==> src/rtl/memory_access_arbiter_pkg.sv <==
// Shared types for the Slave_Memory access arbiter: state encoding, address width, mux bus payload.
package memory_access_arbiter_pkg;

  localparam int unsigned ADDR_W = 5;
  localparam int unsigned MUX_W  = 2 * ADDR_W + 1;

  typedef enum logic [1:0] {
    SLAVE   = 2'd0,
    DRAIN   = 2'd1,
    MASTER  = 2'd2,
    RELEASE = 2'd3
  } arb_state_e;

  typedef struct packed {
    logic [ADDR_W-1:0] read_addr;
    logic [ADDR_W-1:0] write_addr;
    logic              write;
  } mem_bus_t;

endpackage

==> src/rtl/memory_access_arbiter_if.sv <==
// Requester/memory signal bundle; the arbiter uses the slave modport, the driving side uses master.
interface memory_access_arbiter_if;
  import memory_access_arbiter_pkg::*;

  logic              master_req;
  logic              master_grant;
  logic              master_has_control;
  logic              slave_stall;
  logic              hold_expired;
  logic [ADDR_W-1:0] slave_read_addr;
  logic [ADDR_W-1:0] slave_write_addr;
  logic              slave_write;
  logic [ADDR_W-1:0] master_read_addr;
  logic [ADDR_W-1:0] master_write_addr;
  logic              master_write;
  logic [ADDR_W-1:0] read_addr;
  logic [ADDR_W-1:0] write_addr;
  logic              write;

  modport slave (
    input  master_req, slave_read_addr, slave_write_addr, slave_write,
           master_read_addr, master_write_addr, master_write,
    output master_grant, master_has_control, slave_stall, hold_expired,
           read_addr, write_addr, write
  );

  modport master (
    output master_req, slave_read_addr, slave_write_addr, slave_write,
           master_read_addr, master_write_addr, master_write,
    input  master_grant, master_has_control, slave_stall, hold_expired,
           read_addr, write_addr, write
  );

endinterface

==> src/rtl/memory_access_arbiter_access_mux.sv <==
// Access_Mux: selects between the slave (sel=0) and master (sel=1) memory bus.
module memory_access_arbiter_access_mux #(
  parameter int unsigned W = 11
) (
  input  logic         sel,
  input  logic [W-1:0] in0,
  input  logic [W-1:0] in1,
  output logic [W-1:0] out
);

  assign out = sel ? in1 : in0;

endmodule

==> src/rtl/memory_access_arbiter.sv <==
// Request/grant arbiter handing the Slave_Memory port between the slave core and an external master.
// Optional forced release after HOLD_MAX granted cycles when MEM_ARB_HOLD_LIMIT_EN is defined.
module memory_access_arbiter
  import memory_access_arbiter_pkg::*;
#(
  parameter int unsigned HOLD_MAX  = 16,
  parameter int unsigned DRAIN_CYC = 1
) (
  input logic                    clk,
  input logic                    reset,
  memory_access_arbiter_if.slave bus
);

  localparam int unsigned DRAIN_W = (DRAIN_CYC > 1) ? $clog2(DRAIN_CYC) : 1;

  if (DRAIN_CYC < 1 || HOLD_MAX < 1) begin : g_cfg_check
    $error("memory_access_arbiter: DRAIN_CYC and HOLD_MAX must be at least 1");
  end

  arb_state_e         state_q, state_d;
  logic [DRAIN_W-1:0] drain_cnt_q, drain_cnt_d;
  logic               grant_q, grant_d;
  logic               stall_q, stall_d;
  logic               block_q, block_d;
  logic               accept_c;

`ifdef MEM_ARB_HOLD_LIMIT_EN
  localparam int unsigned HOLD_W = (HOLD_MAX > 1) ? $clog2(HOLD_MAX) : 1;

  logic [HOLD_W-1:0] hold_cnt_q, hold_cnt_d;
  logic              armed_q, armed_d;
  logic              expired_q, expired_d;

  // After a forced release the master must drop its request before it is heard again.
  assign accept_c = bus.master_req & armed_q;
`else
  assign accept_c = bus.master_req;
`endif

  always_comb begin
    state_d     = state_q;
    drain_cnt_d = drain_cnt_q;
`ifdef MEM_ARB_HOLD_LIMIT_EN
    hold_cnt_d  = hold_cnt_q;
    armed_d     = armed_q | ~bus.master_req;
    expired_d   = 1'b0;
`endif
    case (state_q)
      SLAVE: begin
        if (accept_c) begin
          state_d     = DRAIN;
          drain_cnt_d = '0;
`ifdef MEM_ARB_HOLD_LIMIT_EN
          hold_cnt_d  = '0;
`endif
        end
      end
      DRAIN: begin
        if (!bus.master_req) begin
          state_d = RELEASE;
        end else if (drain_cnt_q == DRAIN_W'(DRAIN_CYC - 1)) begin
          state_d = MASTER;
        end else begin
          drain_cnt_d = drain_cnt_q + DRAIN_W'(1);
        end
      end
      MASTER: begin
        if (!bus.master_req) begin
          state_d = RELEASE;
`ifdef MEM_ARB_HOLD_LIMIT_EN
        end else if (hold_cnt_q == HOLD_W'(HOLD_MAX - 1)) begin
          state_d   = RELEASE;
          expired_d = 1'b1;
          armed_d   = 1'b0;
        end else begin
          hold_cnt_d = hold_cnt_q + HOLD_W'(1);
`endif
        end
      end
      RELEASE: state_d = SLAVE;
      default: state_d = SLAVE;
    endcase

    // Outputs are registered, so they are decoded from the next state.
    grant_d = (state_d == MASTER);
    stall_d = (state_d != SLAVE);
    block_d = (state_d == DRAIN) || (state_d == RELEASE);
  end

  always_ff @(posedge clk or negedge reset) begin
    if (!reset) begin
      state_q     <= SLAVE;
      drain_cnt_q <= '0;
      grant_q     <= 1'b0;
      stall_q     <= 1'b0;
      block_q     <= 1'b0;
`ifdef MEM_ARB_HOLD_LIMIT_EN
      hold_cnt_q  <= '0;
      armed_q     <= 1'b1;
      expired_q   <= 1'b0;
`endif
    end else begin
      state_q     <= state_d;
      drain_cnt_q <= drain_cnt_d;
      grant_q     <= grant_d;
      stall_q     <= stall_d;
      block_q     <= block_d;
`ifdef MEM_ARB_HOLD_LIMIT_EN
      hold_cnt_q  <= hold_cnt_d;
      armed_q     <= armed_d;
      expired_q   <= expired_d;
`endif
    end
  end

  // Grant and mux select are the same condition, so one register drives both.
  assign bus.master_grant       = grant_q;
  assign bus.master_has_control = grant_q;
  assign bus.slave_stall        = stall_q;
`ifdef MEM_ARB_HOLD_LIMIT_EN
  assign bus.hold_expired       = expired_q;
`else
  assign bus.hold_expired       = 1'b0;
`endif

  mem_bus_t slave_bus_c, master_bus_c, mem_bus_c;

  assign slave_bus_c  = {bus.slave_read_addr, bus.slave_write_addr, bus.slave_write};
  assign master_bus_c = {bus.master_read_addr, bus.master_write_addr, bus.master_write};

  memory_access_arbiter_access_mux #(
    .W (MUX_W)
  ) u_access_mux (
    .sel (grant_q),
    .in0 (slave_bus_c),
    .in1 (master_bus_c),
    .out (mem_bus_c)
  );

  // Write gate sits after the mux: no memory write while draining, releasing or in reset.
  assign bus.read_addr  = mem_bus_c.read_addr;
  assign bus.write_addr = mem_bus_c.write_addr;
  assign bus.write      = mem_bus_c.write & ~block_q & reset;

endmodule

==> src/flat_wrapper.sv <==
// flat-port wrapper written by rule: the top's interface ports become plain ports
module memory_access_arbiter_flat import memory_access_arbiter_pkg::*;
#(
  parameter int unsigned HOLD_MAX  = 16,
  parameter int unsigned DRAIN_CYC = 1
)
  (clk, reset, bus_master_req, bus_slave_read_addr, bus_slave_write_addr, bus_slave_write, bus_master_read_addr, bus_master_write_addr, bus_master_write, bus_master_grant, bus_master_has_control, bus_slave_stall, bus_hold_expired, bus_read_addr, bus_write_addr, bus_write);
  memory_access_arbiter_if bus_i ();
  input logic clk;
  input logic reset;
  input wire logic [$bits(bus_i.master_req)-1:0] bus_master_req;
  input wire logic [$bits(bus_i.slave_read_addr)-1:0] bus_slave_read_addr;
  input wire logic [$bits(bus_i.slave_write_addr)-1:0] bus_slave_write_addr;
  input wire logic [$bits(bus_i.slave_write)-1:0] bus_slave_write;
  input wire logic [$bits(bus_i.master_read_addr)-1:0] bus_master_read_addr;
  input wire logic [$bits(bus_i.master_write_addr)-1:0] bus_master_write_addr;
  input wire logic [$bits(bus_i.master_write)-1:0] bus_master_write;
  output wire logic [$bits(bus_i.master_grant)-1:0] bus_master_grant;
  output wire logic [$bits(bus_i.master_has_control)-1:0] bus_master_has_control;
  output wire logic [$bits(bus_i.slave_stall)-1:0] bus_slave_stall;
  output wire logic [$bits(bus_i.hold_expired)-1:0] bus_hold_expired;
  output wire logic [$bits(bus_i.read_addr)-1:0] bus_read_addr;
  output wire logic [$bits(bus_i.write_addr)-1:0] bus_write_addr;
  output wire logic [$bits(bus_i.write)-1:0] bus_write;
  assign bus_i.master_req = bus_master_req;
  assign bus_i.slave_read_addr = bus_slave_read_addr;
  assign bus_i.slave_write_addr = bus_slave_write_addr;
  assign bus_i.slave_write = bus_slave_write;
  assign bus_i.master_read_addr = bus_master_read_addr;
  assign bus_i.master_write_addr = bus_master_write_addr;
  assign bus_i.master_write = bus_master_write;
  assign bus_master_grant = bus_i.master_grant;
  assign bus_master_has_control = bus_i.master_has_control;
  assign bus_slave_stall = bus_i.slave_stall;
  assign bus_hold_expired = bus_i.hold_expired;
  assign bus_read_addr = bus_i.read_addr;
  assign bus_write_addr = bus_i.write_addr;
  assign bus_write = bus_i.write;
  memory_access_arbiter #(.HOLD_MAX(HOLD_MAX), .DRAIN_CYC(DRAIN_CYC)) u_core (.clk(clk), .reset(reset), .bus(bus_i));
endmodule
==> config.mk <==
export PLATFORM = sky130hd
export DESIGN_NAME = memory_access_arbiter_flat
export DESIGN_NICKNAME = d
export VERILOG_FILES = /design/src/rtl/memory_access_arbiter_pkg.sv /design/src/rtl/memory_access_arbiter_if.sv /design/src/rtl/memory_access_arbiter_access_mux.sv /design/src/rtl/memory_access_arbiter.sv /design/src/flat_wrapper.sv
export SDC_FILE = /design/constraint.sdc
export NUM_CORES = 1
export LEC_CHECK = 0
export ABC_AREA = 1
export CELL_PAD_IN_SITES_DETAIL_PLACEMENT = 0
export CELL_PAD_IN_SITES_GLOBAL_PLACEMENT = 1
export CORE_MARGIN = 2
export CORE_UTILIZATION = 17
export DETAILED_ROUTE_END_ITERATION = 7
export PLACE_DENSITY_LB_ADDON = 0.1
export SYNTH_ARGS = -nofsm -noshare
export SYNTH_HDL_FRONTEND = slang
export SYNTH_SLANG_ARGS = --single-unit
==> constraint.sdc <==
create_clock -name clk -period 1.45 [get_ports clk]
set_clock_uncertainty 0.05 [all_clocks]
set_input_delay 0.29 -clock clk [delete_from_list [all_inputs] [get_ports clk]]
set_output_delay 0.29 -clock clk [all_outputs]
set_load 0.03 [all_outputs]
==> impl_metrics.yaml, run 1 <==
pwr:
  p_switching_w: 0.000712
  clockPowerShare: 0.106
  cellInternalPower_w: 0.000760
  power.leakage_nw: 0.437
  final_power_w: 0.00147
  worst_ir_drop_vdd_mv: 0.769
  seq_power_share: 0.175
  combinationalPowerShare: 0.719
  p_per_area_nw_per_um2: 1750
  p_sw_frac: 0.484
floorplan:
  start_util: 0.183
  die_area_um2: 2520
  io_pins: 40
  die_width_um: 50.2
  design.core.area_um2: 1980
  floorplan.die.height_um: 50.2
  row_count: 16
cts:
  worst_setup_hold_path_clk_slew_ps: 40
  cts_buffers: 3
  tritoncts: "built"
  clock-sinks: 5
  cts_max_level: 1
  clk_root_buffer_cell: "sky130_fd_sc_hd__clkbuf_4"
  cts-root-to-sink-buffers: 2
  worst_skew_pair.late_latency_ps: 230
setup_path:
  timing.critical_path.slowest_stage_cell: "sky130_fd_sc_hd__dfrtp_2"
  worst_reg2reg_setup_slack_ps: 600
  timing.critical_path.cells: "buf_6, nand2_1, nand2_1, buf_4"
  crit_required_ps: 1110
  timing.rr.start: "u_core.state_q[1]$_DFF_PN0_"
  critical_path_peak_fanout: 6
  max_stage_delay_ps: 450
  worstReg2RegEnd: "u_core.bus.slave_stall$_DFF_PN0_"
  most_common_cell_type_on_the_critical_path: "sky130_fd_sc_hd__nand2_1"
  reg2regPathDepth: 4
  setup.worst_path.start_class: "register"
  cp.arrival_ps: 1090
  ws_path_type: "register to primary output"
  end_kind: "primary output"
run_status:
  run_status: "finished, final reports clean"
synth:
  ys_ff_latch: 5
  post_synthesis_sequential_area_ratio: 0.345
  postSynthNetCount: 86
  syn-instance-count: 61
  synth_cell_type_count: 11
  area_of_the_mapped_netlist_um2: 363
  synth_area_per_cell_um2: 5.95
  synthesis.yosys.warnings: 0
routing:
  drt_wl_total_mm: 1.21
  vias_after_detailed_routing: 498
  route.antenna.remaining_nets: 0
  drc: 0
  routed-wl-met2_um: 617
  maxUsedRoutingLayer: "met3"
  drt_iter0_drc: 2
  met3WireLength_um: 91
  routed_len_inst_um: 9.20
  wl_met1_um: 497
  viasPerCell: 3.80
  firstDrtPassIters: 2
finish:
  layout.core_utilization: 0.425
  final_cell_mix: "sky130_fd_sc_hd__nand2_1 (27), sky130_fd_sc_hd__clkdlybuf4s50_1 (22), sky130_fd_sc_hd__buf_6 (12)"
  num_antenna_cells: 0
  area.growth.synth_to_final_pct: 132
  final-instance-count-excl-fill: 131
  nets: 130
  fraction_of_final_layout_cells_sized_beyond_drive_strength_1: 0.327
  most_common_cell_after_layout_fill_and_taps_aside: "sky130_fd_sc_hd__nand2_1"
global_route:
  grt_start_max_net_pins: 13
  global_route.usage.total: 0.0874
  grt_pass1_wl_mm: 1.68
  grt.overflow.total: 0
  first_global_vias: 414
  grt_antenna_before_repair: 0
timing:
  final_max_slew_viol_count: 0
  maxClockFrequency_mhz: 697
  finalWorstPathRequiredPeriod_ps: 1430
  fin_crit_sh: 0.989
  rsz0062_at_grt: "yes"
  hold_viol: 0
  report.final.setup_viol: 0
  setup_ws_ps: 15.7
  final.setup.tns_ps: 0
placement:
  dpl_worst_slack_ps: -64.0
  detailed_place_hpwl_um: 883
  place.gp.congestion: 0.641
  count_of_port_buffers_added_during_placement: 38
  placed_cells_incl_taps: 124
worst_hold_path:
  type_of_the_most_critical_hold_path: "input port to async pin"
run:
  reported_max_cap_violation_count: 0
cell usage after synthesis:
library cell	instances	share of area
sky130_fd_sc_hd__inv_2	1	0.010
sky130_fd_sc_hd__dfrtp_1	5	0.34
sky130_fd_sc_hd__inv_1	6	0.062
sky130_fd_sc_hd__buf_6	1	0.031
sky130_fd_sc_hd__conb_1	1	0.010
sky130_fd_sc_hd__nand2_1	35	0.36
sky130_fd_sc_hd__nor2_1	4	0.041
sky130_fd_sc_hd__buf_4	3	0.062
sky130_fd_sc_hd__o21ai_0	1	0.014
sky130_fd_sc_hd__nand2_2	2	0.034
sky130_fd_sc_hd__nand3_1	2	0.028
flip-flops by register name, indices dropped and copies added, names as in the netlist:
register	cells
u_core.state_q	2
u_core.block_q	1
u_core.bus.slave_stall	1
u_core.bus.master_grant	1
cell families (layout without fill, tap and decap cells):
logic type	count (synthesis)	in the layout	share of synthesized area
compound gates	1	1	0.0138
buf+inv	11	54	0.165
flops	5	5	0.345
other cells	1	1	0.0103
simple gates	43	43	0.466
area by class of cell:
type                            count  area, um2
Timing Repair inverter              1       5.00
Sequential cell                     5        126
Multi-Input combinational cell     45        200
Fill cell                         219       1140
Tap cell                           27       33.8
Inverter                            7       31.3
Timing Repair Buffer               42        419
Clock buffer                        4       26.3
through the flow:
stage / instance area (um2) / hold slack (ps)
final: 842 / 24.7
after global routing: 842 / 29.2
after CTS: 761 / 21.1
after detailed placement: 728 / 440
after global placement: 728 / 433
after floorplan: 365 / -55.6
metal layers:
metal,GRT usage,vias to the layer above
met3,0.0298,0
met2,0.151,20
li1,-,264
met4,0.0417,0
met5,0,-
met1,0.0943,214
worst max-delay path, delay by kind of cell (launching register included):
kind          cells  cell delay (ps)
flops             1              450
buf+inv           2              310
simple gates      2              100
worst max path at each step:
stage | startpoint | to | slack, ps
after floorplan | u_core.bus.master_grant$_DFF_PN0_ | bus_write_addr[4] | 90
final | u_core.bus.master_grant$_DFF_PN0_ | bus_write_addr[3] | 20
after global routing | u_core.bus.master_grant$_DFF_PN0_ | bus_write | -40
after CTS | u_core.bus.master_grant$_DFF_PN0_ | bus_write | 6
after global placement | reset | bus_write | -60
after detailed placement | reset | bus_write | -60
power by group through the flow:
stage	Clock, W	Sequential (W)	Combinational (W)
6_report	0.000155	0.000258	0.00106
5_1_grt	0.000172	0.000264	0.00115
4_1_cts	0.000164	0.000244	0.000925
3_5_place_dp	0	0.000239	0.000917
3_3_place_gp	0	0.000239	0.000919
2_1_floorplan	0	0.000288	0.000557
what timing repair did:
| action | in CTS | in global routing |
|---|---|---|
| gates cloned | 0 | 2 |
| resized for setup | 6 | 22 |
| pin swaps | 2 | 6 |
| endpoints found under the setup margin | 4 | 11 |
| hold buffers | 0 | 0 |
| setup buffers | 0 | 1 |
Power figures use the tool's default switching activity.
==> run 2: changes to the inputs <==
--- a/config.mk
+++ b/config.mk
@@ -11,6 +11,7 @@
 export CORE_MARGIN = 2
 export CORE_UTILIZATION = 17
 export DETAILED_ROUTE_END_ITERATION = 7
+export HOLD_SLACK_MARGIN = 0.06
 export PLACE_DENSITY_LB_ADDON = 0.1
 export SYNTH_ARGS = -nofsm -noshare
 export SYNTH_HDL_FRONTEND = slang
==> run 2 against run 1 <==
Combinational power about the same; utilization up 0.50 points; sequential power about the same; cell area up 1.2%; critical path depth unchanged; cell count up 0.76%; die area unchanged; largest power group unchanged.
==> impl_metrics.yaml, run 2 (synthesis gave the netlist of run 1 again) <==
setup_path:
  ws_path_type: "register to primary output"
  worstSetupStartpoint: "u_core.bus.master_grant$_DFF_PN0_"
  setup.worst_path.start_class: "register"
  crit_required_ps: 1110
  cp.arrival_ps: 1090
  end_kind: "primary output"
  critical_path_peak_fanout: 6
  timing.rr.start: "u_core.state_q[1]$_DFF_PN0_"
global_route:
  global_route.usage.total: 0.0874
  grt_start_max_net_pins: 13
  first_global_vias: 414
  grt.overflow.total: 0
  grt_pass1_wl_mm: 1.68
  grt_antenna_before_repair: 0
worst_hold_path:
  hold_path_startpoint: "u_core.state_q[1]$_DFF_PN0_"
  type_of_the_most_critical_hold_path: "register to register"
routing:
  wl_met1_um: 500
  viasPerCell: 3.80
  route.antenna.remaining_nets: 0
  met3WireLength_um: 91
  vias_after_detailed_routing: 502
  routed-wl-met2_um: 621
  drt_iter0_drc: 2
  drc: 0
  firstDrtPassIters: 2
  routed_len_inst_um: 9.19
  drt_wl_total_mm: 1.21
  maxUsedRoutingLayer: "met3"
timing:
  finalWorstPathRequiredPeriod_ps: 1430
  rsz0062_at_grt: "yes"
  report.final.setup_viol: 0
  final.setup.tns_ps: 0
  holdWs_ps: 450
  setup_ws_ps: 15.7
  fin_crit_sh: 0.989
  hold_viol: 0
  final_max_slew_viol_count: 0
  maxClockFrequency_mhz: 697
cts:
  cts_buffers: 3
  clock-sinks: 5
  cts-root-to-sink-buffers: 2
  cts_max_level: 1
  worst_setup_hold_path_clk_slew_ps: 40
  clk_root_buffer_cell: "sky130_fd_sc_hd__clkbuf_4"
  worst_skew_pair.late_latency_ps: 230
  tritoncts: "built"
pwr:
  p_per_area_nw_per_um2: 1730
  clockPowerShare: 0.105
  p_sw_frac: 0.483
  p_switching_w: 0.000712
  worst_ir_drop_vdd_mv: 0.769
  seq_power_share: 0.175
  power.leakage_nw: 0.442
  cellInternalPower_w: 0.000761
  combinationalPowerShare: 0.719
finish:
  fillers: 218
  final-instance-count-excl-fill: 132
  nets: 131
  max_ffs_per_register: 2
  num_antenna_cells: 0
  area.growth.synth_to_final_pct: 135
  final_cell_mix: "sky130_fd_sc_hd__nand2_1 (27), sky130_fd_sc_hd__clkdlybuf4s50_1 (22), sky130_fd_sc_hd__buf_6 (12)"
  largest_register: "u_core.state_q"
  final_area_um2: 852
  fraction_of_final_layout_cells_sized_beyond_drive_strength_1: 0.324
  most_common_cell_after_layout_fill_and_taps_aside: "sky130_fd_sc_hd__nand2_1"
floorplan:
  die_area_um2: 2520
  die_width_um: 50.2
  design.core.area_um2: 1980
  row_count: 16
  io_pins: 40
  floorplan.die.height_um: 50.2
  start_util: 0.183
run_status:
  run_status: "finished, final reports clean"
placement:
  placedInstanceArea_um2: 728
  detailed_place_hpwl_um: 883
  dpl_worst_slack_ps: -64.0
  count_of_port_buffers_added_during_placement: 38
  place.gp.congestion: 0.641
  placed_cells_incl_taps: 124
run:
  reported_max_cap_violation_count: 0
==> run 2: cell types whose count changed in the layout (fill, tap and decap cells not counted) <==
cell / delta
sky130_fd_sc_hd__dlygate4sd3_1: +1
==> run 2: what timing repair did <==
item,in CTS,in global routing
endpoints found under the setup margin,4,11
gates cloned,0,2
gates resized for setup,6,22
buffers inserted,0,1
hold buffers,1,0
endpoints found under the hold margin,5,0
pin swaps,2,6
==> run 2: worst paths after layout <==
kind,endpoint,slack (ps),depth (start not counted)
setup reg to reg,u_core.bus.slave_stall$_DFF_PN0_,600,4
min in group asynchronous,u_core.block_q$_DFF_PN0_,570,3
hold / removal,u_core.bus.slave_stall$_DFF_PN0_,450,1
hold reg to reg,u_core.bus.slave_stall$_DFF_PN0_,450,1
max in group asynchronous,u_core.bus.master_grant$_DFF_PN0_,670,3
setup / recovery,bus_write_addr[3],20,4
==> run 2: final cells by class <==
class | instances | area (um2) | area share
Multi-Input combinational cell | 45 | 200 | 0.235
Timing Repair inverter | 1 | 5.00 | 0.00587
Timing Repair Buffer | 43 | 429 | 0.504
Inverter | 7 | 31.3 | 0.0367
Tap cell | 27 | 33.8 | 0.0396
Clock buffer | 4 | 26.3 | 0.0308
Sequential cell | 5 | 126 | 0.148
==> run 2: power by group through the flow <==
stage                     clock, W  combinational (W)  sequential (W)
final                     0.000155            0.00106        0.000258
after global routing      0.000172            0.00115        0.000264
after CTS                 0.000164           0.000927        0.000244
after detailed placement         0           0.000917        0.000239
after global placement           0           0.000919        0.000239
after floorplan                  0           0.000557        0.000288
==> run 2: per-stage QoR <==
step,total power [W],utilization
5_1_grt,0.00159,0.430
3_5_place_dp,0.00116,0.367
2_1_floorplan,0.000845,-
4_1_cts,0.00133,0.389
6_report,0.00147,0.430
3_3_place_gp,0.00116,0.367
==> run 2: metal layers <==
metal | vias to the layer above | track usage
li1 | 266 | -
met1 | 216 | 0.0943
met2 | 20 | 0.151
met3 | 0 | 0.0298
met4 | 0 | 0.0417
met5 | - | 0
==> run 2: worst max-delay path, stage by stage (launching register included) <==
cell                      delay [ps]
sky130_fd_sc_hd__dfrtp_2         450
sky130_fd_sc_hd__buf_6           150
sky130_fd_sc_hd__nand2_1          50
sky130_fd_sc_hd__nand2_1          50
sky130_fd_sc_hd__buf_4           160
